--- src/rtl/multi_sum_n.sv ---
// Sequential multi-operand adder: captures N_IN operands on start, sums them one per
// cycle at full precision, then returns a wrapped or saturated WIDTH-bit result.
//
// state  | meaning
// IDLE   | waiting for start; operands are captured on the accepting edge
// ACCUM  | adds one captured operand per cycle into the wide accumulator
// FINISH | range-checks the accumulator, updates sum/overflow, pulses done
module multi_sum_n #(
    parameter int WIDTH    = 32,
    parameter int N_IN     = 4,
    parameter int SIGNED   = 1,
    parameter int SATURATE = 0
) (
    input  logic                   clk,
    input  logic                   reset,
    input  logic [N_IN*WIDTH-1:0]  in_flat,
    input  logic                   start,
    output logic [WIDTH-1:0]       sum,
    output logic                   done,
    output logic                   busy,
    output logic                   overflow
);

    localparam int AW = WIDTH + $clog2(N_IN) + 1;
    localparam int IW = (N_IN > 1) ? $clog2(N_IN) : 1;
    localparam logic [IW-1:0] LAST_IDX = IW'(N_IN - 1);

    typedef enum logic [1:0] {
        IDLE   = 2'd0,
        ACCUM  = 2'd1,
        FINISH = 2'd2
    } state_t;

    state_t           state;
    logic [IW-1:0]    idx;
    logic [AW-1:0]    acc;
    logic [WIDTH-1:0] ops [N_IN];

    logic             sign_ext;
    logic [AW-1:0]    op_ext;
    logic [WIDTH-1:0] res;
    logic             res_ovf;

    always_comb begin
        sign_ext = (SIGNED != 0) && ops[idx][WIDTH-1];
        op_ext   = {{(AW-WIDTH){sign_ext}}, ops[idx]};
    end

    // Signed results fit when every bit from WIDTH-1 upward matches the sign.
    always_comb begin
        res     = acc[WIDTH-1:0];
        res_ovf = 1'b0;
        if (SIGNED != 0) begin
            if ((acc[AW-1:WIDTH-1] != '0) && (acc[AW-1:WIDTH-1] != '1)) begin
                res_ovf = 1'b1;
                if (SATURATE != 0) begin
                    res = acc[AW-1] ? {1'b1, {(WIDTH-1){1'b0}}} : {1'b0, {(WIDTH-1){1'b1}}};
                end
            end
        end else if (acc[AW-1:WIDTH] != '0) begin
            res_ovf = 1'b1;
            if (SATURATE != 0) begin
                res = '1;
            end
        end
    end

    always_ff @(posedge clk or negedge reset) begin
        if (!reset) begin
            state    <= IDLE;
            idx      <= '0;
            acc      <= '0;
            sum      <= '0;
            done     <= 1'b0;
            busy     <= 1'b0;
            overflow <= 1'b0;
            for (int i = 0; i < N_IN; i++) begin
                ops[i] <= '0;
            end
        end else begin
            done <= 1'b0;
            case (state)
                IDLE: begin
                    if (start) begin
                        for (int i = 0; i < N_IN; i++) begin
                            ops[i] <= in_flat[i*WIDTH +: WIDTH];
                        end
                        acc   <= '0;
                        idx   <= '0;
                        busy  <= 1'b1;
                        state <= ACCUM;
                    end
                end
                ACCUM: begin
                    acc <= acc + op_ext;
                    idx <= idx + IW'(1);
                    if (idx == LAST_IDX) begin
                        state <= FINISH;
                    end
                end
                FINISH: begin
                    sum      <= res;
                    overflow <= res_ovf;
                    done     <= 1'b1;
                    busy     <= 1'b0;
                    state    <= IDLE;
                end
                default: state <= IDLE;
            endcase
        end
    end

endmodule

--- config.mk ---
export PLATFORM = sky130hd
export DESIGN_NAME = multi_sum_n
export DESIGN_NICKNAME = d
export VERILOG_FILES = /design/src/rtl/multi_sum_n.sv
export SDC_FILE = /design/constraint.sdc
export NUM_CORES = 1
export LEC_CHECK = 0
export CAP_MARGIN = 5
export CORE_MARGIN = 2
export CORE_UTILIZATION = 50
export CTS_BUF_LIST = sky130_fd_sc_hd__clkbuf_4 sky130_fd_sc_hd__clkbuf_8
export CTS_CLUSTER_SIZE = 14
export DETAILED_ROUTE_END_ITERATION = 12
export PLACE_DENSITY = 0.84
export REMOVE_ABC_BUFFERS = 1
export SLEW_MARGIN = 5
export SYNTH_ARGS = -nofsm -noshare
export SYNTH_HDL_FRONTEND = slang
export SYNTH_SLANG_ARGS = --single-unit
--- constraint.sdc ---
create_clock -name clk -period 4.1 [get_ports clk]
set_input_delay 0.41 -clock clk [delete_from_list [all_inputs] [get_ports clk]]
set_output_delay 0.41 -clock clk [all_outputs]
set_load 0.02 [all_outputs]
==> flow_summary.yaml, run 1 <==
drt:
  drc: 0
  via_per_inst: 5.519
  drtIter0Drc: 301
  routed-via-count: 6579
  wirelength_um: 21290
  ant_nets: 0
  drt_first_pass_iters: 4
  post_drt_wl_per_cell_um: 17.86
global_routing:
  grt_pass1_wl_um: 34520
  grt-ovfl-total: 0
  grt.total_usage_pct: 21.08
  antenna_found_initial: 1
  grt_start_max_net_pins: 123
  grt_pass1_vias: 6873
logic_synthesis:
  yosys_warnings: 0
  seq_area_frac_synth_pct: 51.24
  yosys_most_used_dff: "dfrtp_1"
  ys_ff_latch: 202
  synthDistinctLibCells: 48
  syn_area_um2: 9864
  syn-instance-count: 727
  synth_edf_count: 0
  syn_avg_cell_area_um2: 13.57
  async_flop_share_pct: 100.0
floorplan:
  die_x_um: 144.5
  start_util_pct: 50.85
  io_pins: 166
  chipHeight_um: 144.5
  placementRows: 51
  core_area_um2: 19400
  dieArea_um2: 20870
critical_path:
  crit_chain: "buf_12 > mux4_2 > fa_1 > a21o_1 > nand4_1 > a21oi_1 > o31ai_1 > a31oi_1 > a221oi_1 > o21ai_1 > xor2_1 > a22o_1"
  cp.arrival_ns: 4.04
  cp_slowest_stage_delay_ns: 0.55
  worstRegToRegCells: 12
  worstSetupEndpointType: "flip-flop"
  timing.rr.end: "acc[24]"
  cp_max_fo: 14
  cp_top_family: "compound AO/OA/AOI/OAI gates"
  crit_type: "reg -> reg"
  start_kind: "flip-flop"
  timing.rr.start: "idx[0]"
  cp.buffers_inverters: 1
  cpMaxStageDelayCell: "mux4_2"
  r2r_slack_ns: 0.46
  crit_required_ns: 4.51
sta:
  final.setup_skew_ns: 0.02258
  rsz0062_at_grt: "false"
  tns_ns: 0
  worst_hold_slack_ns: 0.02176
  period_needed_ns: 3.636
  finalCritPeriodShare_pct: 88.69
  setup_viol: 0
  fmax_mhz: 275.0
  hold_viol_final: 0
  drv_slew: 0
  tightest_slew_ns: 1.012
  slew_headroom_pct: 32.53
  setup_slack_ns: 0.4639
cts:
  post_cts_resized: 0
  cts_tree: "yes"
  clk_latency_ns: 0.51
  clockBufferDepth: 3
  root_buffer: "clkbuf_8"
  cts_sinks: 202
  htree_levels: 2
  cts.reportedPaths.clkPinSlew_ns: 0.07
  cts_setup_buffers: 0
  cts_hold_buf: 0
  numCtsBuffers: 35
placement:
  port_buffers: 165
  routabilityCongestion: 0.8384
  place_ws_ns: 0.4801
  dp_hpwl_um: 14850
pwr:
  fin_total_pwr_mw: 12.84
  leakagePower_nw: 5.463
  ir_drop_mv: 0.3839
  power_density_nw_per_um2: 1018
flow_run:
  drv_cap: 0
outcome:
  status: "complete, no violations"
final_layout:
  drive_above_1_share_pct: 30.35
  syn_to_final_growth_pct: 27.84
  final_nets: 1069
min_path:
  hold_class: "in -> async"
## cell usage after synthesis (3+ instances only)
cell,n,share of area (%)
o21a_1,5,0.38
nand3_1,6,0.30
a21oi_1,30,1.5
nand2_1,24,0.91
nor2b_1,5,0.32
nand2b_1,3,0.19
a21o_1,15,1.1
inv_1,11,0.42
nand4_1,7,0.44
a22o_1,32,2.8
ha_1,35,4.4
buf_1,9,0.34
and2_1,3,0.19
nor3_1,4,0.20
o21bai_1,5,0.38
o31ai_1,3,0.23
a31oi_1,6,0.38
a211oi_1,6,0.46
and3_1,4,0.25
xor2_1,11,0.98
nor2_1,13,0.49
mux2_2,161,18
xnor2_1,18,1.6
o21ai_0,19,0.96
mux4_2,32,7.3
clkbuf_1,30,1.1
dfrtp_1,202,51
## cell type report
type	instances	area, um^2
Inverter	11	41.29
Sequential cell	202	5057
Timing Repair Buffer	179	1823
Tap cell	265	331.6
Antenna cell	1	2.502
Multi-Input combinational cell	473	4638
Clock inverter	4	20.02
Clock buffer	57	696.9
Fill cell	1473	6788
## worst register-to-register path, stage by stage (launching register included)
cell	delay, ns
dfrtp_2	0.41
buf_12	0.18
mux4_2	0.55
fa_1	0.44
a21o_1	0.22
nand4_1	0.12
a21oi_1	0.14
o31ai_1	0.32
a31oi_1	0.20
a221oi_1	0.46
o21ai_1	0.13
xor2_1	0.16
a22o_1	0.20
## power by group
group	total (mW)	switching, mW	leakage, nW	internal [mW]
Combinational	7.31	3.51	2.64	3.80
Clock	1.86	0.785	0.389	1.07
Sequential	3.67	0.606	2.43	3.06
## state kept, by name, summed over array words and instances (netlist names)
name and cells:
ops 128, acc 35, done 1, overflow 1
state 2, busy 1, sum 32, idx 2
## cells in the final DEF, fill, tap and decap left out, types with 3 or more instances in the layout
cell type        synthesis  routed
a211oi_1                 6       6
clkbuf_4                 0      14
nand2_1                 24      24
clkdlybuf4s50_1          0     164
and3_1                   4       4
o21bai_1                 5       4
dfrtp_1                202     200
a22o_1                  32      32
mux2_2                 161     161
mux4_2                  32      32
nor3_1                   4       4
o31ai_1                  3       3
clkbuf_8                 0      44
a31oi_1                  6       6
nand4_1                  7       7
nand3_1                  6       6
a21oi_1                 30      30
xnor2_1                 18      18
o21a_1                   5       5
buf_4                    0       9
xor2_1                  11      11
a21o_1                  15      15
and2_1                   3       3
ha_1                    35      35
clkinv_2                 0       4
buf_12                   0       5
nor2b_1                  5       4
inv_1                   11      11
o21ai_0                 19      19
nor2_1                  13      13
## metrics by stage
step / std cells / area [um^2] / util (%)
finish: 1192 / 12610 / 65.01
global route: 1191 / 12610 / 65.00
CTS: 1191 / 12610 / 65.00
detailed placement: 1130 / 11890 / 61.30
global placement: 1130 / 11890 / 61.30
floorplan: 686 / 9708 / -
## worst max path at each step
stage	depth (start not counted)	to	startpoint
global placement	12	acc[34]	idx[0]
detailed placement	12	acc[24]	idx[0]
floorplan	2	ops[0]	state[0]
global route	12	acc[29]	idx[0]
CTS	12	acc[34]	idx[0]
finish	12	acc[24]	idx[0]
## routing by layer
metal  vias up  wire length [um]  global-route usage, %
met1      3274              9379                  28.26
li1       3075                 -                      -
met3        46              1271                  4.934
met4         0               536                  7.103
met2       184             10100                  34.07
met5         -                 0                      0
## logic make-up after synthesis
kind of cell	count (synthesis)	share of synthesized area, %
flops	202	51.24
mux	193	25.68
compound gates	136	9.627
simple gates	79	4.224
buf+inv	52	2.004
fa+ha+maj	36	4.642
xor+xnor	29	2.575
Power figures use the tool's default switching activity.
==> run 2: changes to the inputs <==
--- a/config.mk
+++ b/config.mk
@@ -7,11 +7,11 @@
 export LEC_CHECK = 0
 export CAP_MARGIN = 5
 export CORE_MARGIN = 2
-export CORE_UTILIZATION = 50
+export CORE_UTILIZATION = 55
 export CTS_BUF_LIST = sky130_fd_sc_hd__clkbuf_4 sky130_fd_sc_hd__clkbuf_8
 export CTS_CLUSTER_SIZE = 14
 export DETAILED_ROUTE_END_ITERATION = 12
-export PLACE_DENSITY = 0.84
+export PLACE_DENSITY = 0.87
 export REMOVE_ABC_BUFFERS = 1
 export SLEW_MARGIN = 5
 export SYNTH_ARGS = -nofsm -noshare
==> constraint.sdc (replaced) <==
create_clock -name clk -period 3.8 [get_ports clk]
set_input_delay 0.38 -clock clk [delete_from_list [all_inputs] [get_ports clk]]
set_output_delay 0.38 -clock clk [all_outputs]
set_load 0.02 [all_outputs]
==> run 2 against run 1 <==
Cell area is 0.36% higher. Clock skew rose by 0.0068 ns. Count of clock-buffer cells in the layout unchanged. Critical path type unchanged. Largest cell class unchanged.
==> flow_summary.yaml, run 2 (synthesis gave the netlist of run 1 again) <==
drt:
  ant_nets: 0
  drtIter0Drc: 282
  post_drt_wl_per_cell_um: 18.59
  drc: 0
  wirelength_um: 21610
  drt_first_pass_iters: 4
  via_per_inst: 5.773
  routed-via-count: 6708
critical_path:
  crit_type: "reg -> reg"
  cp.arrival_ns: 4.02
  start_kind: "flip-flop"
  worstSetupEndpointType: "flip-flop"
  timing.rr.start: "idx[0]"
  startpoint: "idx[0]"
  worstRegToRegCells: 12
  crit_required_ns: 4.18
  cp_max_fo: 11
  r2r_slack_ns: 0.17
final_layout:
  layout_commonest_cell: "dfrtp_1"
  nFillCells: 1130
  final_cell_mix: "200 x dfrtp_1, 164 x clkdlybuf4s50_1, 161 x mux2_2, 43 x clkbuf_8, 34 x ha_1"
  largest_register_ffs: 128
  final_nets: 1082
  reg_top3: "ops (128), acc (35), sum (32)"
  largest-register: "ops"
  final_util_pct: 72.67
  syn_to_final_growth_pct: 28.30
  n_antenna_cell: 0
  drive_above_1_share_pct: 31.38
floorplan:
  io_pins: 166
  core_area_um2: 17420
  die_x_um: 137.9
  dieArea_um2: 19020
  chipHeight_um: 137.9
  placementRows: 48
  start_util_pct: 56.64
pwr:
  p_int_mw: 8.728
  swShare_pct: 38.40
  ir_drop_mv: 0.5118
  leakagePower_nw: 5.510
  p_clk_share_pct: 14.0
  pwr-share-seq_pct: 28.0
  power_density_nw_per_um2: 1120
  comb_power_share_pct: 58.0
  fin_total_pwr_mw: 14.17
  switchingPower_mw: 5.442
sta:
  drv_slew: 0
  tightest_slew_ns: 1.039
  final.setup_skew_ns: 0.02942
  fmax_mhz: 275.3
  finalCritPeriodShare_pct: 95.59
  slew_headroom_pct: 30.55
  hold_viol_final: 0
  period_needed_ns: 3.632
  rsz0062_at_grt: "true"
  setup_viol: 0
global_routing:
  grt_start_max_net_pins: 130
  grt-ovfl-total: 0
  grt_pass1_wl_um: 35450
  grt_pass1_vias: 7201
  grt.total_usage_pct: 23.90
  antenna_found_initial: 0
outcome:
  status: "complete, no violations"
placement:
  port_buffers: 165
  dp_hpwl_um: 14840
  routabilityCongestion: 0.8412
cts:
  clk_latency_ns: 0.52
  cts_tree: "yes"
  cts.reportedPaths.clkPinSlew_ns: 0.06
  clockBufferDepth: 3
  cts_sinks: 202
  root_buffer: "clkbuf_8"
  htree_levels: 2
  numCtsBuffers: 35
flow_run:
  drv_cap: 0
min_path:
  hold_path.startpoint: "in_flat[69]"
  holdPathStages: 2
  hold_class: "in -> reg"
[run 2: metal layers]
metal / GRT usage [%] / vias up / wire length [um]
met2: 39.85 / 179 / 10560
met3: 4.934 / 44 / 1144
li1: - / 3098 / -
met4: 8.333 / 0 / 568
met1: 31.30 / 3387 / 9333
met5: 0 / - / 0
[run 2: metrics by stage]
stage / area (um^2) / hold slack, ns / std cells / worst slack (ns) / setup TNS [ns]
floorplan: 9708 / 0.08441 / 686 / -7.131 / -924.75
global placement: 11850 / 0.4611 / 1096 / 0.2348 / 0
detailed placement: 11850 / 0.4825 / 1096 / 0.1030 / 0
CTS: 12560 / 0.4455 / 1156 / 0.08049 / 0
global route: 12660 / 0.4572 / 1162 / -0.03121 / -0.03121
finish: 12660 / 0.4644 / 1162 / 0.1676 / 0
[run 2: critical path, cell delays in order, from the launching register on]
cell	delay (ns)
dfrtp_2	0.45
buf_12	0.18
mux4_2	0.51
ha_1	0.39
nand3_2	0.13
or2_1	0.27
nand4b_4	0.20
a2111oi_4	0.35
a21oi_1	0.11
o31a_1	0.33
a31o_1	0.23
xnor2_1	0.13
a22o_1	0.20
[run 2: timing repair]
action	4_1_cts	5_1_grt
gates resized for setup	0	5
endpoints found under the hold margin	25	0
hold buffers	1	0
endpoints found under the setup margin	0	4
buffers inserted	0	6
[run 2: final timing paths]
check | end
min | ops[37]
max | acc[33]
max reg2reg | acc[33]
min reg2reg | overflow
min in group asynchronous | ops[40]
max in group asynchronous | sum[23]
[run 2: area by class of cell]
| class | count | area (um^2) | area share, % |
|---|---|---|---|
| Tap cell | 225 | 281.5 | 2.224 |
| Inverter | 11 | 41.29 | 0.3262 |
| Timing Repair Buffer | 192 | 1898 | 15.00 |
| Clock inverter | 2 | 10.01 | 0.07909 |
| Clock buffer | 57 | 690.7 | 5.457 |
| Sequential cell | 202 | 5057 | 39.96 |
| Multi-Input combinational cell | 473 | 4677 | 36.96 |
[run 2: power by group through the flow]
stage                     sequential, mW  combinational (mW)  clock [mW]
final                               3.97                8.21        1.99
after global routing                4.10                8.99        2.13
after CTS                           3.97                8.04        2.03
after detailed placement            4.00                7.97           0
after global placement              3.92                7.74           0
after floorplan                     4.08                5.87           0
